$ cat config.mk
export PLATFORM = sky130hd
export DESIGN_NAME = sys_ctrl
export DESIGN_NICKNAME = d
export VERILOG_FILES = /design/src/rtl/sys_ctrl_pkg.sv /design/src/rtl/sys_ctrl.sv
export SDC_FILE = /design/constraint.sdc
export NUM_CORES = 1
export LEC_CHECK = 0
export ABC_AREA = 0
export BUFFER_PORTS_ARGS = -buffer_cell sky130_fd_sc_hd__buf_4
export CAP_MARGIN = 30
export CORE_MARGIN = 3
export CORE_UTILIZATION = 50
export CTS_BUF_LIST = sky130_fd_sc_hd__clkbuf_4
export DETAILED_ROUTE_END_ITERATION = 10
export PLACE_DENSITY_LB_ADDON = 0.05
export SYNTH_ARGS = -nofsm -noshare
export SYNTH_HDL_FRONTEND = slang
export SYNTH_SLANG_ARGS = --single-unit
$ cat constraint.sdc
create_clock -name CLK -period 4.5 [get_ports CLK]
set_clock_uncertainty 0.2 [all_clocks]
set_input_delay 0.9 -clock CLK [delete_from_list [all_inputs] [get_ports CLK]]
set_output_delay 0.9 -clock CLK [all_outputs]
set_load 0.1 [all_outputs]
$ cat src/rtl/sys_ctrl_pkg.sv
// Shared constants for the UART-to-register-file/ALU system controller:
// width defaults, frame command codes, operand addresses and FSM states.
package sys_ctrl_pkg;

  localparam int unsigned DATA_W_DEF = 8;
  localparam int unsigned ADDR_W_DEF = 4;
  localparam int unsigned FUN_W_DEF  = 4;

  localparam logic [7:0] CMD_RF_WR   = 8'hAA;
  localparam logic [7:0] CMD_RF_RD   = 8'hBB;
  localparam logic [7:0] CMD_ALU_OP  = 8'hCC;
  localparam logic [7:0] CMD_ALU_NOP = 8'hDD;

  localparam int unsigned OPA_ADDR = 0;
  localparam int unsigned OPB_ADDR = 1;

  typedef enum logic [3:0] {
    IDLE,
    WR_ADDR,
    WR_DATA,
    RD_ADDR,
    RD_WAIT,
    OPA,
    OPB,
    FUN,
    ALU_WAIT,
    TX_RD,
    TX_LSB,
    TX_MSB
  } state_t;

endpackage

$ cat src/rtl/sys_ctrl.sv
// System controller: decodes UART command frames into register-file and ALU
// operations and returns read/ALU results through the UART transmitter.
module sys_ctrl
  import sys_ctrl_pkg::*;
#(
  parameter int unsigned DATA_W = DATA_W_DEF,
  parameter int unsigned ADDR_W = ADDR_W_DEF,
  parameter int unsigned FUN_W  = FUN_W_DEF
) (
  input  logic                CLK,
  input  logic                RST,
  input  logic [DATA_W-1:0]   RX_P_DATA,
  input  logic                RX_D_VLD,
  output logic                WrEn,
  output logic                RdEn,
  output logic [ADDR_W-1:0]   Address,
  output logic [DATA_W-1:0]   WrData,
  input  logic [DATA_W-1:0]   RdData,
  input  logic                RdData_Valid,
  output logic                ALU_EN,
  output logic [FUN_W-1:0]    ALU_FUN,
  input  logic [2*DATA_W-1:0] ALU_OUT,
  input  logic                OUT_VALID,
  output logic                CLK_GATE_EN,
  output logic [DATA_W-1:0]   TX_P_DATA,
  output logic                TX_D_VLD,
  input  logic                TX_BUSY
);

  state_t              state;
  logic [DATA_W-1:0]   alu_msb;

  always_ff @(posedge CLK or posedge RST) begin
    if (RST) begin
      state       <= IDLE;
      WrEn        <= 1'b0;
      RdEn        <= 1'b0;
      ALU_EN      <= 1'b0;
      TX_D_VLD    <= 1'b0;
      CLK_GATE_EN <= 1'b0;
      Address     <= '0;
      WrData      <= '0;
      ALU_FUN     <= '0;
      TX_P_DATA   <= '0;
      alu_msb     <= '0;
    end else begin
      WrEn   <= 1'b0;
      RdEn   <= 1'b0;
      ALU_EN <= 1'b0;
      case (state)
        IDLE: begin
          if (RX_D_VLD) begin
            if (RX_P_DATA == DATA_W'(CMD_RF_WR)) begin
              state <= WR_ADDR;
            end else if (RX_P_DATA == DATA_W'(CMD_RF_RD)) begin
              state <= RD_ADDR;
            end else if (RX_P_DATA == DATA_W'(CMD_ALU_OP)) begin
              state <= OPA;
            end else if (RX_P_DATA == DATA_W'(CMD_ALU_NOP)) begin
              state       <= FUN;
              CLK_GATE_EN <= 1'b1;
            end
          end
        end
        WR_ADDR: begin
          if (RX_D_VLD) begin
            Address <= RX_P_DATA[ADDR_W-1:0];
            state   <= WR_DATA;
          end
        end
        WR_DATA: begin
          if (RX_D_VLD) begin
            WrEn   <= 1'b1;
            WrData <= RX_P_DATA;
            state  <= IDLE;
          end
        end
        RD_ADDR: begin
          if (RX_D_VLD) begin
            Address <= RX_P_DATA[ADDR_W-1:0];
            RdEn    <= 1'b1;
            state   <= RD_WAIT;
          end
        end
        // The read result is captured straight into the TX holding register.
        RD_WAIT: begin
          if (RdData_Valid) begin
            TX_P_DATA <= RdData;
            TX_D_VLD  <= 1'b1;
            state     <= TX_RD;
          end
        end
        OPA: begin
          if (RX_D_VLD) begin
            WrEn    <= 1'b1;
            Address <= ADDR_W'(OPA_ADDR);
            WrData  <= RX_P_DATA;
            state   <= OPB;
          end
        end
        OPB: begin
          if (RX_D_VLD) begin
            WrEn        <= 1'b1;
            Address     <= ADDR_W'(OPB_ADDR);
            WrData      <= RX_P_DATA;
            CLK_GATE_EN <= 1'b1;
            state       <= FUN;
          end
        end
        FUN: begin
          if (RX_D_VLD) begin
            ALU_FUN <= RX_P_DATA[FUN_W-1:0];
            ALU_EN  <= 1'b1;
            state   <= ALU_WAIT;
          end
        end
        // LSB goes directly to the TX register; only the MSB needs holding.
        ALU_WAIT: begin
          if (OUT_VALID) begin
            TX_P_DATA   <= ALU_OUT[DATA_W-1:0];
            alu_msb     <= ALU_OUT[2*DATA_W-1:DATA_W];
            TX_D_VLD    <= 1'b1;
            CLK_GATE_EN <= 1'b0;
            state       <= TX_LSB;
          end
        end
        TX_LSB: begin
          if (!TX_BUSY) begin
            TX_P_DATA <= alu_msb;
            state     <= TX_MSB;
          end
        end
        TX_MSB, TX_RD: begin
          if (!TX_BUSY) begin
            TX_D_VLD <= 1'b0;
            state    <= IDLE;
          end
        end
        default: state <= IDLE;
      endcase
    end
  end

endmodule

==> impl_metrics.json, run 1 <==
{
  "synth_mux_area_frac": 0.209,
  "synth_xor_area_frac": 0.0164,
  "avgSynthCellArea_um2": 11.3,
  "overflow": 0,
  "synth-compound-area-share": 0.104,
  "r2r_slack_ns": 2.06,
  "crit_end": "TX_P_DATA[7]",
  "multi_input_area_um2": 1010,
  "cts_max_level": 2,
  "timing.rr.end": "TX_P_DATA[7]",
  "num_rows": 23,
  "portBuffers": 66,
  "coreArea_um2": 4060,
  "timing.rr.start": "state[1]",
  "die-height_um": 71.4,
  "wl_per_cell_um": 15.0,
  "async_reset_ff_frac": 1.00,
  "path_clk_slew_ns": 0.12,
  "post_cts.repair.setup_buffers": 0,
  "yosysSeqAreaShare": 0.480,
  "hold_class": "reg2reg",
  "ant_nets": 0,
  "syn-instance-count": 189,
  "die_w_um": 71.4,
  "fmax_mhz": 409,
  "critical_path_class": "reg2reg",
  "syn-num-nets": 227,
  "yosysWarnings": 0,
  "clock_sinks": 41,
  "nets": 291,
  "worstMarginPinSlew_ns": 0.985,
  "grt_pass1_vias": 1626,
  "maxCapViolCount": 0,
  "dr.pass1.iters": 4,
  "crit_start": "state[1]",
  "grt_pass1_wl_um": 7620,
  "holdBufCountCts": 0,
  "clk_latency_ns": 0.35,
  "critPathRequiredTime_ns": 4.58,
  "slew_viol_final": 0,
  "cts-root-buf": "clkbuf_4",
  "hold_violations": 0,
  "setup_viol": 0,
  "tritoncts": "done",
  "clockBufferDepth": 2,
  "dieArea_um2": 5100,
  "synth_top_family_by_area": "multiplexers",
  "layout-drive-gt1-share": 0.407,
  "initial_core_util": 0.527,
  "hpwl_um": 3260,
  "diodes": 0,
  "grt_usage": 0.189,
  "ff2ff_path_depth": 4,
  "worstSetupEndpointType": "register",
  "path_max_fanout": 23,
  "drc": 0,
  "synth-simple-area-share": 0.142,
  "via_count": 1638,
  "crit_path_start_kind": "register",
  "status": "complete, no violations",
  "antenna_found_initial": 0,
  "slew_headroom": 0.344,
  "ys.flop_type": "dfrtp_1",
  "min_period_ns": 2.44,
  "place.gp.congestion": 0.784,
  "ys_types": 42,
  "yosys_register_bits": 41,
  "num-fill-cells": 354,
  "rsz0062_at_grt": "false",
  "crit_arrival_ns": 2.52,
  "post_cts_resized": 0,
  "fin_setup_tns_ns": 0,
  "synth-edff-count": 0,
  "min_period_over_period": 0.543,
  "drt_iter0_markers": 48,
  "regArea_um2": 1030,
  "numCtsBuffers": 5,
  "ioPinCount": 67,
  "grt_start_max_net_pins": 42,
  "syn_area_um2": 2140,
  "via_per_inst": 5.41,
  "wirelength_um": 4560,
  "synth_fa_ha_area_frac": 0,
  "syn2layout_area_growth_pct": 26.1
}
==> synth_stat cells, types with 2 or more instances <==
| cell | number | area share |
|---|---|---|
| nor3b_1 | 4 | 0.014 |
| nor3b_2 | 2 | 0.012 |
| mux2_2 | 21 | 0.11 |
| nand3_1 | 2 | 0.0047 |
| nor2_1 | 5 | 0.0088 |
| mux2i_1 | 21 | 0.098 |
| o31ai_1 | 5 | 0.018 |
| o21ai_0 | 9 | 0.021 |
| buf_2 | 5 | 0.012 |
| clkbuf_1 | 2 | 0.0035 |
| xnor2_1 | 3 | 0.012 |
| nand2_1 | 16 | 0.028 |
| nor4_1 | 2 | 0.0058 |
| nand3b_1 | 2 | 0.0070 |
| o2111ai_1 | 2 | 0.0082 |
| o21a_1 | 2 | 0.0070 |
| nand2b_1 | 6 | 0.018 |
| nor2b_1 | 2 | 0.0058 |
| inv_1 | 14 | 0.025 |
| dfrtp_1 | 41 | 0.48 |
| a21oi_1 | 2 | 0.0047 |
==> worst min-delay path by stage <==
| stage | from | to | slack (ns) | cells past startpoint |
|---|---|---|---|---|
| floorplan | alu_msb[0] | alu_msb[0] | 0.28 | 1 |
| global placement | CLK_GATE_EN | CLK_GATE_EN | 0.28 | 2 |
| detailed placement | CLK_GATE_EN | CLK_GATE_EN | 0.28 | 2 |
| CTS | CLK_GATE_EN | CLK_GATE_EN | 0.31 | 2 |
| global route | alu_msb[0] | alu_msb[0] | 0.33 | 1 |
| finish | CLK_GATE_EN | CLK_GATE_EN | 0.31 | 2 |
==> critical path: stages (launching register included) <==
cell     delay [ns]
dfrtp_1        1.01
nor2_2         0.20
o21a_4         0.21
nor3_4         0.49
mux2i_1        0.25
==> sequential cells by signal, indices dropped and copies added, names as in the netlist, 4 cells and up <==
signal	flops
state	4
ALU_FUN	4
WrData	8
TX_P_DATA	8
alu_msb	8
Address	4
==> final cells by class <==
type	instances	area share
clock buffer	5	0.0139
clock inverter	2	0.00417
inverter	14	0.0195
multi-input combinational	124	0.373
sequential	41	0.380
tap	50	0.0232
timing repair buffer	67	0.186
==> routing by layer <==
layer  share of wire  GRT usage  vias up
met4           0.019     0.0585        0
met3           0.072     0.0631        7
li1                -          -      792
met1            0.46      0.254      785
met2            0.45      0.292       54
met5               0          0        -
==> logic make-up after synthesis <==
kind of cell	count (synthesis)
XOR/XNOR	4
buffers and inverters	24
multiplexers	42
AND/OR/NAND/NOR	50
AO/OA/AOI/OAI	28
flip-flops	41
==> metrics by stage <==
stage / worst slack (ns) / cell area, um2 / utilization / hold slack (ns) / instances
after floorplan: 2.16 / 2140 / - / 0.279 / 189
after global placement: 1.98 / 2650 / 0.653 / 0.283 / 296
after detailed placement: 1.93 / 2650 / 0.653 / 0.284 / 296
after CTS: 2.05 / 2700 / 0.665 / 0.313 / 303
after global routing: 1.90 / 2700 / 0.665 / 0.333 / 303
final: 2.06 / 2700 / 0.665 / 0.305 / 303
==> cell usage in the layout (no fill, tap or decap), types with 3 or more instances in the layout <==
master,Yosys,layout
nor2_1,5,5
o21ai_0,9,9
dfrtp_1,41,41
clkbuf_4,0,5
mux2_2,21,21
xnor2_1,3,3
o31ai_1,5,5
nor3b_1,4,4
mux2i_1,21,21
inv_1,14,14
nand2b_1,6,6
nand2_1,16,16
buf_4,1,67
Power of run 1 is left out: the tool's default activity adds up to more than one toggle a clock period on the data nets, which glitch-free logic cannot reach.
==> run 2: changes to the inputs <==
==> constraint.sdc (replaced) <==
create_clock -name CLK -period 2.45 [get_ports CLK]
set_clock_uncertainty 0.2 [all_clocks]
set_input_delay 0.49 -clock CLK [delete_from_list [all_inputs] [get_ports CLK]]
set_output_delay 0.49 -clock CLK [all_outputs]
set_load 0.1 [all_outputs]
==> run 2 against run 1 <==
Effect of this change:
- via count is essentially flat
- flip-flop and latch count is the same
- critical path depth is the same
- global-route usage grew 1.1 points
- final cell count grew 2.6%
- sequential share of layout area shrank 1.3 points
- register-to-register slack lost 1.7 ns
- first-iteration DRC count grew 46%
- fmax grew 14%
==> impl_metrics.json, run 2 (synthesis gave the netlist of run 1 again) <==
{
  "clock_sinks": 41,
  "coreArea_um2": 4060,
  "critical_path_class": "reg2reg",
  "r2r_slack_ns": 0.31,
  "wl_per_cell_um": 14.8,
  "nets": 299,
  "instances_no_fill": 311,
  "dieArea_um2": 5100,
  "drt_iter0_markers": 70,
  "overflow": 0,
  "hpwl_um": 3530,
  "layout_commonest_cell": "buf_4",
  "wirelength_um": 4610,
  "place_inst": 303,
  "ioPinCount": 67,
  "reg.largest.list": "TX_P_DATA: 8 flops, WrData: 8 flops, alu_msb: 8 flops",
  "hold_class": "in2reg",
  "slew_headroom": 0.598,
  "post_cts_resized": 0,
  "timing.rr.end": "state[0]",
  "layout-drive-gt1-share": 0.425,
  "syn2layout_area_growth_pct": 30.8,
  "clockBufferDepth": 2,
  "critPathRequiredTime_ns": 2.49,
  "path_clk_slew_ns": 0.11,
  "numCtsBuffers": 5,
  "min_period_over_period": 0.871,
  "grt_pass1_vias": 1713,
  "portBuffers": 66,
  "slew_viol_final": 0,
  "drc": 0,
  "rsz0062_at_grt": "false",
  "place.gp.congestion": 0.814,
  "grt_usage": 0.200,
  "setup_viol": 0,
  "via_count": 1637,
  "path_max_fanout": 19,
  "maxCapViolCount": 0,
  "crit_arrival_ns": 2.18,
  "crit_end": "state[0]",
  "antenna_found_initial": 0,
  "cts_max_level": 2,
  "dr.pass1.iters": 4,
  "grt_start_max_net_pins": 20,
  "final_cell_mix": "buf_4, dfrtp_1, mux2_2, mux2i_1, nand2_1",
  "initial_core_util": 0.527,
  "worstMarginPinSlew_ns": 0.604,
  "tritoncts": "done",
  "grt_pass1_wl_um": 7850,
  "min_period_ns": 2.14,
  "num_rows": 23,
  "die_w_um": 71.4,
  "ant_nets": 0,
  "ff2ff_path_depth": 4,
  "via_per_inst": 5.26,
  "cts-root-buf": "clkbuf_4",
  "worstSetupEndpointType": "register",
  "crit_path_start_kind": "register",
  "clk_latency_ns": 0.35,
  "fin_setup_tns_ns": 0,
  "hold_violations": 0,
  "diodes": 0,
  "die-height_um": 71.4,
  "timing.rr.start": "state[3]",
  "fmax_mhz": 468,
  "status": "complete, no violations",
  "crit_start": "state[3]"
}
-- run 2: final cells by class --
type / instances / area, um2
repair buffers: 75 / 578
inverters: 14 / 52.6
well taps: 50 / 62.6
multi-input cells: 124 / 1010
flip-flops and latches: 41 / 1030
clock inverters: 2 / 35.0
fillers: 336 / 1260
clock buffers: 5 / 37.5
-- run 2: worst max-delay path: stages, from the launching register on --
cell,delay [ns]
dfrtp_1,0.75
nor3b_1,0.16
o21a_4,0.28
a311oi_2,0.27
mux2_2,0.37
-- run 2: metrics by stage --
step	util	setup slack (ns)	instance area [um2]	hold WS, ns
after floorplan	-	0.522	2140	0.279
after global placement	0.669	0.327	2720	0.280
after detailed placement	0.669	0.302	2720	0.293
after CTS	0.689	0.323	2800	0.152
after global routing	0.689	0.210	2800	0.120
final	0.689	0.315	2800	0.173
-- run 2: worst min-delay path by stage --
stage	from	endpoint	slack, ns	depth (start not counted)
after floorplan	alu_msb[0]	alu_msb[0]	0.28	1
after global placement	CLK_GATE_EN	CLK_GATE_EN	0.28	2
after global routing	ALU_OUT[14]	alu_msb[6]	0.12	2
after detailed placement	CLK_GATE_EN	CLK_GATE_EN	0.29	2
final	ALU_OUT[13]	alu_msb[5]	0.17	2
after CTS	ALU_OUT[13]	alu_msb[5]	0.15	2
-- run 2: per-layer routing --
| metal | up-vias | track usage | share of wire |
|---|---|---|---|
| met4 | 0 | 0.0647 | 0.013 |
| met2 | 51 | 0.304 | 0.45 |
| met1 | 773 | 0.269 | 0.46 |
| met5 | - | 0 | 0 |
| li1 | 808 | - | - |
| met3 | 5 | 0.0701 | 0.076 |
-- run 2: what timing repair did --
item | in CTS | in global routing
hold endpoints to repair | 8 | 0
hold buffers | 1 | 0
setup buffers | 0 | 0
setup endpoints to repair | 0 | 0
Power of run 2 is left out for the same reason.
==> run 3: changes to the inputs <==
--- a/config.mk
+++ b/config.mk
@@ -12,7 +12,9 @@
 export CORE_UTILIZATION = 50
 export CTS_BUF_LIST = sky130_fd_sc_hd__clkbuf_4
 export DETAILED_ROUTE_END_ITERATION = 10
+export MAX_ROUTING_LAYER = met4
 export PLACE_DENSITY_LB_ADDON = 0.05
+export SKIP_LAST_GASP = 1
 export SYNTH_ARGS = -nofsm -noshare
 export SYNTH_HDL_FRONTEND = slang
 export SYNTH_SLANG_ARGS = --single-unit
==> run 3 against run 2 <==
Effect of this change:
- critical path depth did not move
- clock-buffer cell count did not move
- non-clock buffer count did not move
- die area did not move
- routed wire length fell by 0.22%
==> impl_metrics.json, run 3 (synthesis gave the netlist of run 1 again) <==
{
  "reg.largest.list": "TX_P_DATA: 8 flops, WrData: 8 flops, alu_msb: 8 flops",
  "min_period_over_period": 0.867,
  "slew_viol_final": 0,
  "min_period_ns": 2.12,
  "place.gp.congestion": 0.826,
  "final_cell_mix": "buf_4, dfrtp_1, mux2_2, mux2i_1, nand2_1",
  "fmax_mhz": 471,
  "critical_path_class": "reg2reg",
  "cts_max_level": 2,
  "tritoncts": "done",
  "maxCapViolCount": 0,
  "hpwl_um": 3530,
  "fin_setup_tns_ns": 0,
  "via_count": 1639,
  "instances_no_fill": 311,
  "crit_arrival_ns": 2.17,
  "rsz0062_at_grt": "false",
  "clock_sinks": 41,
  "antenna_found_initial": 0,
  "status": "complete, no violations",
  "crit_path_start_kind": "register",
  "coreArea_um2": 4060,
  "numCtsBuffers": 5,
  "slew_headroom": 0.601,
  "grt_start_max_net_pins": 20,
  "die_w_um": 71.4,
  "drc": 0,
  "critPathRequiredTime_ns": 2.50,
  "hold_class": "in2reg",
  "layout-drive-gt1-share": 0.425,
  "worstSetupEndpointType": "register",
  "ant_nets": 0,
  "layout_commonest_cell": "buf_4",
  "overflow": 0,
  "ioPinCount": 67,
  "setup_viol": 0,
  "drt_iter0_markers": 74,
  "syn2layout_area_growth_pct": 30.8,
  "cts-root-buf": "clkbuf_4",
  "die-height_um": 71.4,
  "via_per_inst": 5.27,
  "path_max_fanout": 19,
  "hold_violations": 0,
  "dr.pass1.iters": 4,
  "nets": 299,
  "path_clk_slew_ns": 0.11,
  "wirelength_um": 4600,
  "holdBufCountCts": 1,
  "diodes": 0,
  "portBuffers": 66,
  "clockBufferDepth": 2,
  "worstMarginPinSlew_ns": 0.598,
  "grt_pass1_wl_um": 7850,
  "clk_latency_ns": 0.35,
  "place_inst": 303,
  "post_cts.repair.setup_buffers": 0,
  "num-fill-cells": 336,
  "initial_core_util": 0.527,
  "wl_per_cell_um": 14.8,
  "num_rows": 23,
  "dieArea_um2": 5100,
  "post_cts_resized": 0,
  "grt_usage": 0.205,
  "grt_pass1_vias": 1714
}
-- run 3: cell counts in the layout (fill, tap and decap cells not counted) --
No cell type changed its count.
-- run 3: area by class of cell --
cell class / count / area, um2 / share of cell area
inverters: 14 / 52.6 / 0.0188
repair buffers: 75 / 578 / 0.207
clock buffers: 5 / 37.5 / 0.0134
flip-flops and latches: 41 / 1030 / 0.367
well taps: 50 / 62.6 / 0.0224
clock inverters: 2 / 35.0 / 0.0125
multi-input cells: 124 / 1010 / 0.360
-- run 3: metrics by stage --
step | utilization | hold slack, ns | worst slack (ns) | area (um2)
2_1_floorplan | - | 0.279 | 0.522 | 2140
3_3_place_gp | 0.669 | 0.280 | 0.327 | 2720
3_5_place_dp | 0.669 | 0.293 | 0.302 | 2720
4_1_cts | 0.689 | 0.152 | 0.323 | 2800
5_1_grt | 0.689 | 0.126 | 0.210 | 2800
6_report | 0.689 | 0.166 | 0.326 | 2800
-- run 3: path summary, 6_finish.rpt --
check	cells after the start	end	slack, ns	from
max in group asynchronous	4	WrData[0]	0.99	RST
max reg2reg	4	state[0]	0.33	state[3]
min reg2reg	2	CLK_GATE_EN	0.31	CLK_GATE_EN
min in group asynchronous	3	WrData[7]	0.48	RST
min	2	alu_msb[5]	0.17	ALU_OUT[13]
max	4	state[0]	0.33	state[3]
-- run 3: worst max-delay path: stages (launching register included) --
cell,delay (ns)
dfrtp_1,0.74
nor3b_1,0.16
o21a_4,0.28
a311oi_2,0.27
mux2_2,0.37
-- run 3: routing by layer --
metal,global-route usage,routed length [um]
met5,-,0
met4,0.0710,70
met3,0.0547,312
met2,0.304,2060
met1,0.273,2150
Power of run 3 is left out for the same reason.
